[src/rtl/fetch_pkg.sv]
// Shared types and constants for the instruction-fetch front end.
package fetch_pkg;

   typedef enum logic [1:0] {
      FETCH  = 2'd0,
      STOP   = 2'd1,
      HALTED = 2'd2
   } fetch_state_t;

   localparam logic [3:0] OPC_HLT   = 4'hF;
   localparam int         DEF_DEPTH = 4;

   // Occupancy counters must hold the value DEPTH itself, not just DEPTH-1.
   function automatic int cnt_width(input int depth);
      return $clog2(depth + 1);
   endfunction

   localparam int CNT_W = cnt_width(DEF_DEPTH);

endpackage

[src/rtl/sync_fifo.sv]
// Single-clock FIFO with flush; head data is visible combinationally on rdata.
module sync_fifo
   import fetch_pkg::*;
#(
   parameter int WIDTH = 8,
   parameter int DEPTH = 4,
   localparam int CW   = cnt_width(DEPTH),
   localparam int AW   = $clog2(DEPTH)
) (
   input  logic             clk,
   input  logic             rst,
   input  logic             push,
   input  logic             pop,
   input  logic             flush,
   input  logic [WIDTH-1:0] wdata,
   output logic [WIDTH-1:0] rdata,
   output logic             full,
   output logic             empty,
   output logic [CW-1:0]    count
);

   logic [WIDTH-1:0] mem [DEPTH];
   logic [AW-1:0]    wr_ptr;
   logic [AW-1:0]    rd_ptr;
   logic             do_push;
   logic             do_pop;

   assign empty   = (count == '0);
   assign full    = (count == CW'(DEPTH));
   assign do_pop  = pop && !empty;
   // A full FIFO may still accept a write when the head leaves on the same edge.
   assign do_push = push && (!full || do_pop);
   assign rdata   = mem[rd_ptr];

   always_ff @(posedge clk or posedge rst) begin
      if (rst) begin
         wr_ptr <= '0;
         rd_ptr <= '0;
         count  <= '0;
      end else if (flush) begin
         wr_ptr <= '0;
         rd_ptr <= '0;
         count  <= '0;
      end else begin
         if (do_push) wr_ptr <= wr_ptr + 1'b1;
         if (do_pop)  rd_ptr <= rd_ptr + 1'b1;
         count <= count + CW'(do_push) - CW'(do_pop);
      end
   end

   always_ff @(posedge clk) begin
      if (do_push) mem[wr_ptr] <= wdata;
   end

endmodule

[src/rtl/fetch_queue_unit.sv]
// Instruction-fetch front end: PC ownership, in-order variable-latency memory
// requests, instruction FIFO towards decode, redirect flush and halt detection.
module fetch_queue_unit
   import fetch_pkg::*;
#(
   parameter int               ADDR_W   = 16,
   parameter int               INSTR_W  = 16,
   parameter int               DEPTH    = 4,
   parameter logic [ADDR_W-1:0] RESET_PC = '0,
   parameter logic [3:0]       HALT_OPC = OPC_HLT
) (
   input  logic               clk,
   input  logic               rst,
   output logic               imem_req,
   output logic [ADDR_W-1:0]  imem_addr,
   input  logic               imem_gnt,
   input  logic               imem_rvalid,
   input  logic [INSTR_W-1:0] imem_rdata,
   output logic               if_valid,
   output logic [INSTR_W-1:0] if_instr,
   output logic [ADDR_W-1:0]  if_pc,
   output logic [ADDR_W-1:0]  if_pc_next,
   input  logic               id_ready,
   input  logic               redirect_valid,
   input  logic [ADDR_W-1:0]  redirect_addr,
   output logic               hlt,
   output logic [ADDR_W-1:0]  pc
);

   localparam int            CW      = cnt_width(DEPTH);
   localparam logic [CW:0]   DEPTH_V = (CW+1)'(DEPTH);

   fetch_state_t       state;
   logic [ADDR_W-1:0]  fetch_pc;
   logic [CW-1:0]      outstanding;
   logic [CW-1:0]      discard;
   logic [CW-1:0]      count;
   logic [CW-1:0]      tag_count;
   logic               q_empty;
   logic               q_full;
   logic               tag_empty;
   logic               tag_full;
   logic [ADDR_W-1:0]  tag_addr;
   logic [INSTR_W-1:0] head_instr;
   logic [ADDR_W-1:0]  head_pc;
   logic [3:0]         head_opc;
   logic               grant;
   logic               pop;
   logic               pop_halt;
   logic               redir;
   logic               rv_stale;
   logic               rv_keep;
   logic               push;
   logic               push_halt;

   assign head_opc = head_instr[INSTR_W-1 -: 4];

   // Requests are capped so every in-flight response is guaranteed a FIFO slot.
   assign imem_req  = !rst && (state == FETCH) && !redirect_valid &&
                      (({1'b0, count} + {1'b0, outstanding}) < DEPTH_V);
   assign imem_addr = fetch_pc;
   assign grant     = imem_req && imem_gnt;

   assign if_valid   = !q_empty && (state != HALTED);
   assign if_instr   = if_valid ? head_instr : '0;
   assign if_pc      = if_valid ? head_pc : '0;
   assign if_pc_next = if_valid ? head_pc + ADDR_W'(2) : '0;

   assign pop      = if_valid && id_ready;
   assign pop_halt = pop && (head_opc == HALT_OPC);
   // Consuming a halt wins over a same-cycle redirect.
   assign redir    = redirect_valid && (state != HALTED) && !pop_halt;

   // A response landing on the redirect edge belongs to the flushed stream.
   assign rv_stale  = imem_rvalid && ((discard != '0) || redir);
   assign rv_keep   = imem_rvalid && !rv_stale;
   assign push      = rv_keep && (state != HALTED);
   assign push_halt = push && (imem_rdata[INSTR_W-1 -: 4] == HALT_OPC);

   sync_fifo #(.WIDTH(ADDR_W), .DEPTH(DEPTH)) u_tag_fifo (
      .clk   (clk),
      .rst   (rst),
      .push  (grant),
      .pop   (rv_keep),
      .flush (redir),
      .wdata (fetch_pc),
      .rdata (tag_addr),
      .full  (tag_full),
      .empty (tag_empty),
      .count (tag_count)
   );

   sync_fifo #(.WIDTH(INSTR_W + ADDR_W), .DEPTH(DEPTH)) u_instr_fifo (
      .clk   (clk),
      .rst   (rst),
      .push  (push),
      .pop   (pop),
      .flush (redir),
      .wdata ({imem_rdata, tag_addr}),
      .rdata ({head_instr, head_pc}),
      .full  (q_full),
      .empty (q_empty),
      .count (count)
   );

   always_ff @(posedge clk or posedge rst) begin
      if (rst) begin
         state       <= FETCH;
         fetch_pc    <= RESET_PC;
         outstanding <= '0;
         discard     <= '0;
         hlt         <= 1'b0;
         pc          <= RESET_PC;
      end else begin
         if (pop) pc <= head_pc;

         if (pop_halt) begin
            hlt   <= 1'b1;
            state <= HALTED;
         end else if (redir) begin
            state <= FETCH;
         end else if ((state == FETCH) && push_halt) begin
            state <= STOP;
         end

         if (redir) begin
            fetch_pc    <= redirect_addr & ~ADDR_W'(1);
            outstanding <= '0;
            // Everything still in flight becomes stale; this edge's response is one of them.
            discard     <= discard + outstanding - CW'(imem_rvalid);
         end else begin
            if (grant) fetch_pc <= fetch_pc + ADDR_W'(2);
            outstanding <= outstanding + CW'(grant) - CW'(rv_keep);
            if (rv_stale) discard <= discard - CW'(1);
         end
      end
   end

   a_out_max: assert property (@(posedge clk) disable iff (rst) outstanding <= CW'(DEPTH));
   a_rv_orphan: assert property (@(posedge clk) disable iff (rst)
      !(imem_rvalid && (outstanding == '0) && (discard == '0)));
   a_tag_track: assert property (@(posedge clk) disable iff (rst) tag_count == outstanding);
   a_tag_ovf: assert property (@(posedge clk) disable iff (rst) !(grant && tag_full));
   a_tag_udf: assert property (@(posedge clk) disable iff (rst) !(rv_keep && tag_empty));
   a_q_ovf: assert property (@(posedge clk) disable iff (rst) !(push && q_full && !pop));

endmodule

[config.mk]
export PLATFORM = sky130hd
export DESIGN_NAME = fetch_queue_unit
export DESIGN_NICKNAME = d
export VERILOG_FILES = /design/src/rtl/fetch_pkg.sv /design/src/rtl/sync_fifo.sv /design/src/rtl/fetch_queue_unit.sv
export SDC_FILE = /design/constraint.sdc
export NUM_CORES = 1
export LEC_CHECK = 0
export BUFFER_PORTS_ARGS = -buffer_cell sky130_fd_sc_hd__buf_2
export CORE_ASPECT_RATIO = 1.1
export CORE_MARGIN = 1.5
export CORE_UTILIZATION = 57
export DETAILED_ROUTE_END_ITERATION = 10
export GPL_TIMING_DRIVEN = 0
export PLACE_DENSITY_LB_ADDON = 0.2
export SYNTH_ARGS = -nofsm -noshare
export SYNTH_HDL_FRONTEND = slang
export SYNTH_SLANG_ARGS = --single-unit
[constraint.sdc]
create_clock -name clk -period 4.6 [get_ports clk]
set_input_delay 0.92 -clock clk [delete_from_list [all_inputs] [get_ports clk]]
set_output_delay 0.92 -clock clk [all_outputs]
set_load 0.02 [all_outputs]
==> flow_summary.yaml, run 1 <==
critical_path:
  worst-setup-path-type: "flip-flop to output port"
  cpMostUsedCell: "buf_6"
  crit_fanout: 10
  path_buf_inv: 4
  critical_path.max_stage_delay_ps: 520
  worstSetupEndpointType: "output port"
  crit_path_top_delay_cell: "or4_1"
  cp.arrival_ps: 3070
  critical_path.startpoint_type: "flip-flop"
  path_delay_family: "simple AND/OR/NAND/NOR gates"
  crit_required_ps: 3680
  cp_cell_sequence: "buf_6 -> buf_12 -> buf_6 -> mux4_2 -> ha_1 -> nand2_1 -> or4_1 -> a21oi_1 -> buf_2"
global_route:
  grt_pass1_vias: 6019
  track_usage_pct: 22.4
  globalRoute.totalOverflow: 0
  grtUsageMet2_pct: 38.6
  met3_usage_pct: 3.05
  grt_max_degree: 32
  use_met1_pct: 30.1
  busiest_layer: "met2"
  grt_pass1_wl_um: 31800
  antenna_found_initial: 0
sta:
  hold_violations: 0
  grt_setup_unrepaired: "false"
  fin_crit_sh_pct: 86.6
  skew_ps: 13.2
  tns_ps: 0
  slew_headroom_pct: 37.1
  min_period_ps: 3990
  setup_viol: 0
  worstMarginPinSlew_ps: 941
  drv_slew: 0
  fmax_mhz: 251
drt:
  wl_per_cell_um: 19.8
  routed_wl_um: 20400
  drt-pass1-iter-count: 5
  antenna_left: 0
  drc: 0
  detail_route.iter0.violations: 442
  vias: 5942
  viasPerCell: 5.77
floorplanning:
  die_width_um: 131
  start_util_pct: 58.1
  core-area_sq_mm: 0.0176
  ioPinCount: 121
  die_h_um: 143
  dieArea_sq_mm: 0.0188
  core.rowCount: 51
yosys:
  synth.avg_cell_area_sq_um: 16.3
  synth_area_leaders: "edfxtp_1, dfrtp_1, mux4_2"
  ys_ff_latch: 237
  synth_top_area_share_pct: 54.0
  yosys-top-cells-count: "edfxtp_1, dfrtp_1, and3_1, nor2_1, mux4_2"
  synth_edf_count: 184
  yosys_warnings: 0
  post-synth-top-count-cell: "edfxtp_1"
  synth_ff_type: "edfxtp_1"
  yosysTopAreaCell: "edfxtp_1"
  syn_area_sq_mm: 0.0102
  synth_cell_types: 53
  synth_cells: 629
  synth_seq_area_share_pct: 67.0
  synthArstFlopShare_pct: 22.4
clock_network:
  clockBufferDepth: 3
  root_buffer: "clkbuf_16"
  postCtsSetupRepairBufs: 0
  insertion_delay_ps: 510
  tritoncts: "done"
  clkSlewWorstSetupHoldPaths_ps: 70
  cts.repair.resized: 0
  cts_made_buffers: 24
  cts-hold-fix-buffers: 0
  h-tree-depth: 1
  clkSinkCount: 237
placed_design:
  dpl-instance-area_sq_mm: 0.0111
  gp_congestion: 0.838
  io_buffers: 115
  hpwl_um: 13700
power:
  power_frac_clock_pct: 27.9
  p_seq_share_pct: 38.9
  power.density_mw_per_mm2: 585
  totalPowerFinal_mw: 7.00
  comb_power_share_pct: 33.2
  p_leak_nw: 4.55
  p_int_mw: 4.63
  peakVddDrop_v: 0.000342
  p_sw_share_pct: 33.9
  p_switching_mw: 2.37
status:
  status: "finished, final reports clean"
cells_and_area:
  nFillCells: 1241
  fin_nets: 838
  design_area_sq_mm: 0.0120
  layout-drive-gt1-share_pct: 29.2
  syn_to_final_growth_pct: 16.9
  antenna_cells: 0
job:
  maxCapViolCount: 0
worst_hold_path:
  hp-class: "flip-flop to flip-flop"
-- registers in the layout, summed over array words and instances, names as in the netlist, 3 cells and up --
signal              count
u_tag_fifo.mem         60
u_instr_fifo.mem      124
imem_addr              15
pc                     15
discard                 3
u_tag_fifo.count        3
u_instr_fifo.count      3
outstanding             3
-- cell families (layout without fill, tap and decap cells) --
family | Yosys count | count (layout) | share of synthesized area, %
other cells | 1 | 4 | 0.0367
simple gates | 172 | 172 | 8.96
buf+inv | 56 | 216 | 2.75
compound gates | 39 | 39 | 2.32
xor+xnor | 33 | 33 | 2.83
flops | 237 | 237 | 67.0
fa+ha+maj | 26 | 26 | 3.47
mux | 65 | 65 | 12.6
-- power by group through the flow --
stage / clock network (mW) / logic [mW] / registers, mW
global placement: 0 / 2.27 / 2.74
CTS: 1.97 / 2.34 / 2.72
global route: 2.06 / 2.54 / 2.75
detailed placement: 0 / 2.33 / 2.77
floorplan: 0 / 1.52 / 2.84
finish: 1.95 / 2.32 / 2.72
-- worst register-to-register path, cell delays in order, from the launching register on --
cell      delay (ps)
dfrtp_1          340
buf_6            150
mux4_1           630
nand4_1          190
o21ba_2          160
clkbuf_1         280
buf_2            290
buf_2            280
nor2_1            90
ha_1             290
inv_1             60
ha_1             130
inv_1             50
fa_1             370
xnor2_1          170
xnor2_1          130
nor2_1            50
-- metal layers --
metal	up-vias	share of wire, %
met4	0	2.1
met3	42	5.2
met2	196	50
met1	3008	43
li1	2696	-
met5	-	0
-- area by class of cell --
class	count	area, sq um	area share (%)
inverter	23	86.3	0.722
clock buffer	32	713	5.97
clock inverter	12	103	0.858
multi-input combinational	339	3110	26.0
tap	238	298	2.49
sequential	237	6850	57.3
timing repair buffer	116	596	4.98
buffer	33	195	1.63
-- path summary, 6_finish.rpt --
path | from | to | slack, ps | depth (start not counted)
max in group asynchronous | rst | pc[12]$_DFFE_PP0P_ | 3430 | 3
hold / removal | hlt$_DFFE_PP0P_ | hlt$_DFFE_PP0P_ | 470 | 1
hold reg to reg | hlt$_DFFE_PP0P_ | hlt$_DFFE_PP0P_ | 470 | 1
setup / recovery | u_instr_fifo.rd_ptr[0]$_DFFE_PP0P_ | if_pc_next[15] | 610 | 9
min in group asynchronous | rst | outstanding[0]$_DFF_PP0_ | 560 | 2
setup reg to reg | u_instr_fifo.rd_ptr[0]$_DFFE_PP0P_ | outstanding[2]$_DFF_PP0_ | 810 | 16
-- cell usage in the layout (no fill, tap or decap), drive strengths merged, types with 12 or more instances in the layout --
cell    count
mux4       46
ha         22
buf       129
mux2       14
xnor2      20
nor2       36
xor2       13
clkbuf     52
dfrtp      53
o21ai      18
nand3      21
inv        25
edfxtp    184
nand2      26
and3       38
nor3       12
-- stage by stage --
| stage | utilization [%] | hold slack, ps | instances | worst slack [ps] |
|---|---|---|---|---|
| global placement | 63.1 | 454 | 985 | 760 |
| finish | 67.9 | 472 | 1030 | 615 |
| detailed placement | 63.2 | 458 | 986 | 780 |
| CTS | 67.9 | 472 | 1030 | 623 |
| floorplan | - | 505 | 632 | 1350 |
| global route | 67.9 | 494 | 1030 | 462 |
Note: power is estimated with default switching activity, not from simulation.
==> run 2, diff against run 1 <==
- GPL_TIMING_DRIVEN: 0 -> not set
==> run 2 against run 1 <==
Clock skew shrank 5.7 ps. Maximum frequency fell by 6.0%. Die area stayed put. Flip-flop and latch count did not move. Critical path depth shrank 3. Combinational power down 6%. Non-clock buffer count shrank 21. Wire length fell by 5.5%. Worst hold slack worse by 37 ps.
==> flow_summary.yaml, run 2 (synthesis results as in run 1) <==
sta:
  skew_ps: 7.48
  worstMarginPinSlew_ps: 1010
  fmax_mhz: 236
  min_period_ps: 4240
  drv_slew: 0
  grt_setup_unrepaired: "false"
  setup_viol: 0
  hold_violations: 0
  fin_crit_sh_pct: 92.2
  whs_ps: 435
  slew_headroom_pct: 32.4
  tns_ps: 0
placed_design:
  hpwl_um: 12600
  io_buffers: 115
  place_inst: 965
  gp_congestion: 0.834
drt:
  vias: 5775
  drc: 0
  detail_route.iter0.violations: 451
  viasPerCell: 5.75
  antenna_left: 0
  drt-pass1-iter-count: 4
  routed_wl_um: 19200
  wl_per_cell_um: 19.1
power:
  totalPowerFinal_mw: 6.71
  power.density_mw_per_mm2: 573
  peakVddDrop_v: 0.000344
  p_leak_nw: 4.45
clock_network:
  clkSlewWorstSetupHoldPaths_ps: 60
  h-tree-depth: 1
  cts.repair.resized: 0
  clockBufferDepth: 3
  cts-hold-fix-buffers: 0
  root_buffer: "clkbuf_16"
  clkSinkCount: 237
  postCtsSetupRepairBufs: 0
  tritoncts: "done"
  cts_made_buffers: 23
  insertion_delay_ps: 500
cells_and_area:
  nFillCells: 1261
  finalNonFillerCells: 1005
  largest_register_ffs: 124
  largest-register: "u_instr_fifo.mem"
  layout_commonest_cell: "edfxtp_1"
  layout_common_cells: "edfxtp_1, buf_2, dfrtp_1"
  antenna_cells: 0
  syn_to_final_growth_pct: 14.5
  largestRegisters: "u_instr_fifo.mem: 124 flops, u_tag_fifo.mem: 60 flops"
  layout-drive-gt1-share_pct: 28.6
  fin_nets: 816
floorplanning:
  ioPinCount: 121
  die_width_um: 131
  core-area_sq_mm: 0.0176
  die_h_um: 143
  core.rowCount: 51
  dieArea_sq_mm: 0.0188
  start_util_pct: 58.1
status:
  status: "finished, final reports clean"
global_route:
  antenna_found_initial: 0
  grt_pass1_wl_um: 30500
  grt_pass1_vias: 5907
  track_usage_pct: 21.4
  grt_max_degree: 34
  globalRoute.totalOverflow: 0
critical_path:
  crit_required_ps: 3680
  worstSetupEndpointType: "output port"
  crit_fanout: 25
  cp.arrival_ps: 3320
  critical_path.startpoint_type: "flip-flop"
  worst-setup-path-type: "flip-flop to output port"
worst_hold_path:
  hp-class: "primary input to asynchronous set/reset pin"
job:
  maxCapViolCount: 0
run 2: cell count changes in the layout (fill, tap and decap cells not counted), moves of 3 or more:
cell       change
clkbuf_1      -16
and3_2         -4
buf_4          +9
buf_2          -4
clkbuf_8       -4
and3_1         +4
clkbuf_16      -3
run 2: layout make-up:
class / instances / area [sq um] / share of cell area [%]
sequential: 237 / 6850 / 58.5
multi-input combinational: 339 / 3110 / 26.5
timing repair buffer: 128 / 673 / 5.75
clock buffer: 29 / 618 / 5.28
tap: 238 / 298 / 2.54
inverter: 23 / 86.3 / 0.737
clock inverter: 11 / 81.3 / 0.694
run 2: layer usage:
layer | vias to the layer above | share of wire, % | global-route usage [%]
met4 | 0 | 1.9 | 6.65
met5 | - | 0 | 0
met2 | 188 | 50 | 36.1
met3 | 30 | 5.4 | 3.20
li1 | 2651 | - | -
met1 | 2906 | 43 | 28.9
run 2: metrics by stage:
step                util, %  setup WS, ps  cell area [sq um]
floorplan                 -          1350              10200
global placement       62.5           912              11000
detailed placement     62.5           797              11000
CTS                    66.5           346              11700
global route           66.5           147              11700
finish                 66.5           360              11700
run 2: worst paths after layout:
check	to	startpoint	cells past startpoint	slack, ps
max	if_pc_next[15]	u_instr_fifo.rd_ptr[0]$_DFFE_PP0P_	6	360
min	u_tag_fifo.count[0]$_DFF_PP0_	rst	2	430
max reg2reg	u_tag_fifo.count[2]$_DFF_PP0_	u_instr_fifo.rd_ptr[0]$_DFFE_PP0P_	12	770
min reg2reg	hlt$_DFFE_PP0P_	hlt$_DFFE_PP0P_	1	500
max in group asynchronous	u_instr_fifo.rd_ptr[0]$_DFFE_PP0P_	rst	3	3260
min in group clk	hlt$_DFFE_PP0P_	hlt$_DFFE_PP0P_	1	500
run 2: power by group:
part	internal, mW	switching, mW
clock network	1.00	0.748
registers	2.55	0.221
logic	0.878	1.30
run 2: worst max-delay path: stages (launching register included):
cell	delay, ps
dfrtp_2	870
mux4_1	590
nand4_4	180
or2_1	290
or4_1	520
a21oi_1	170
buf_2	190
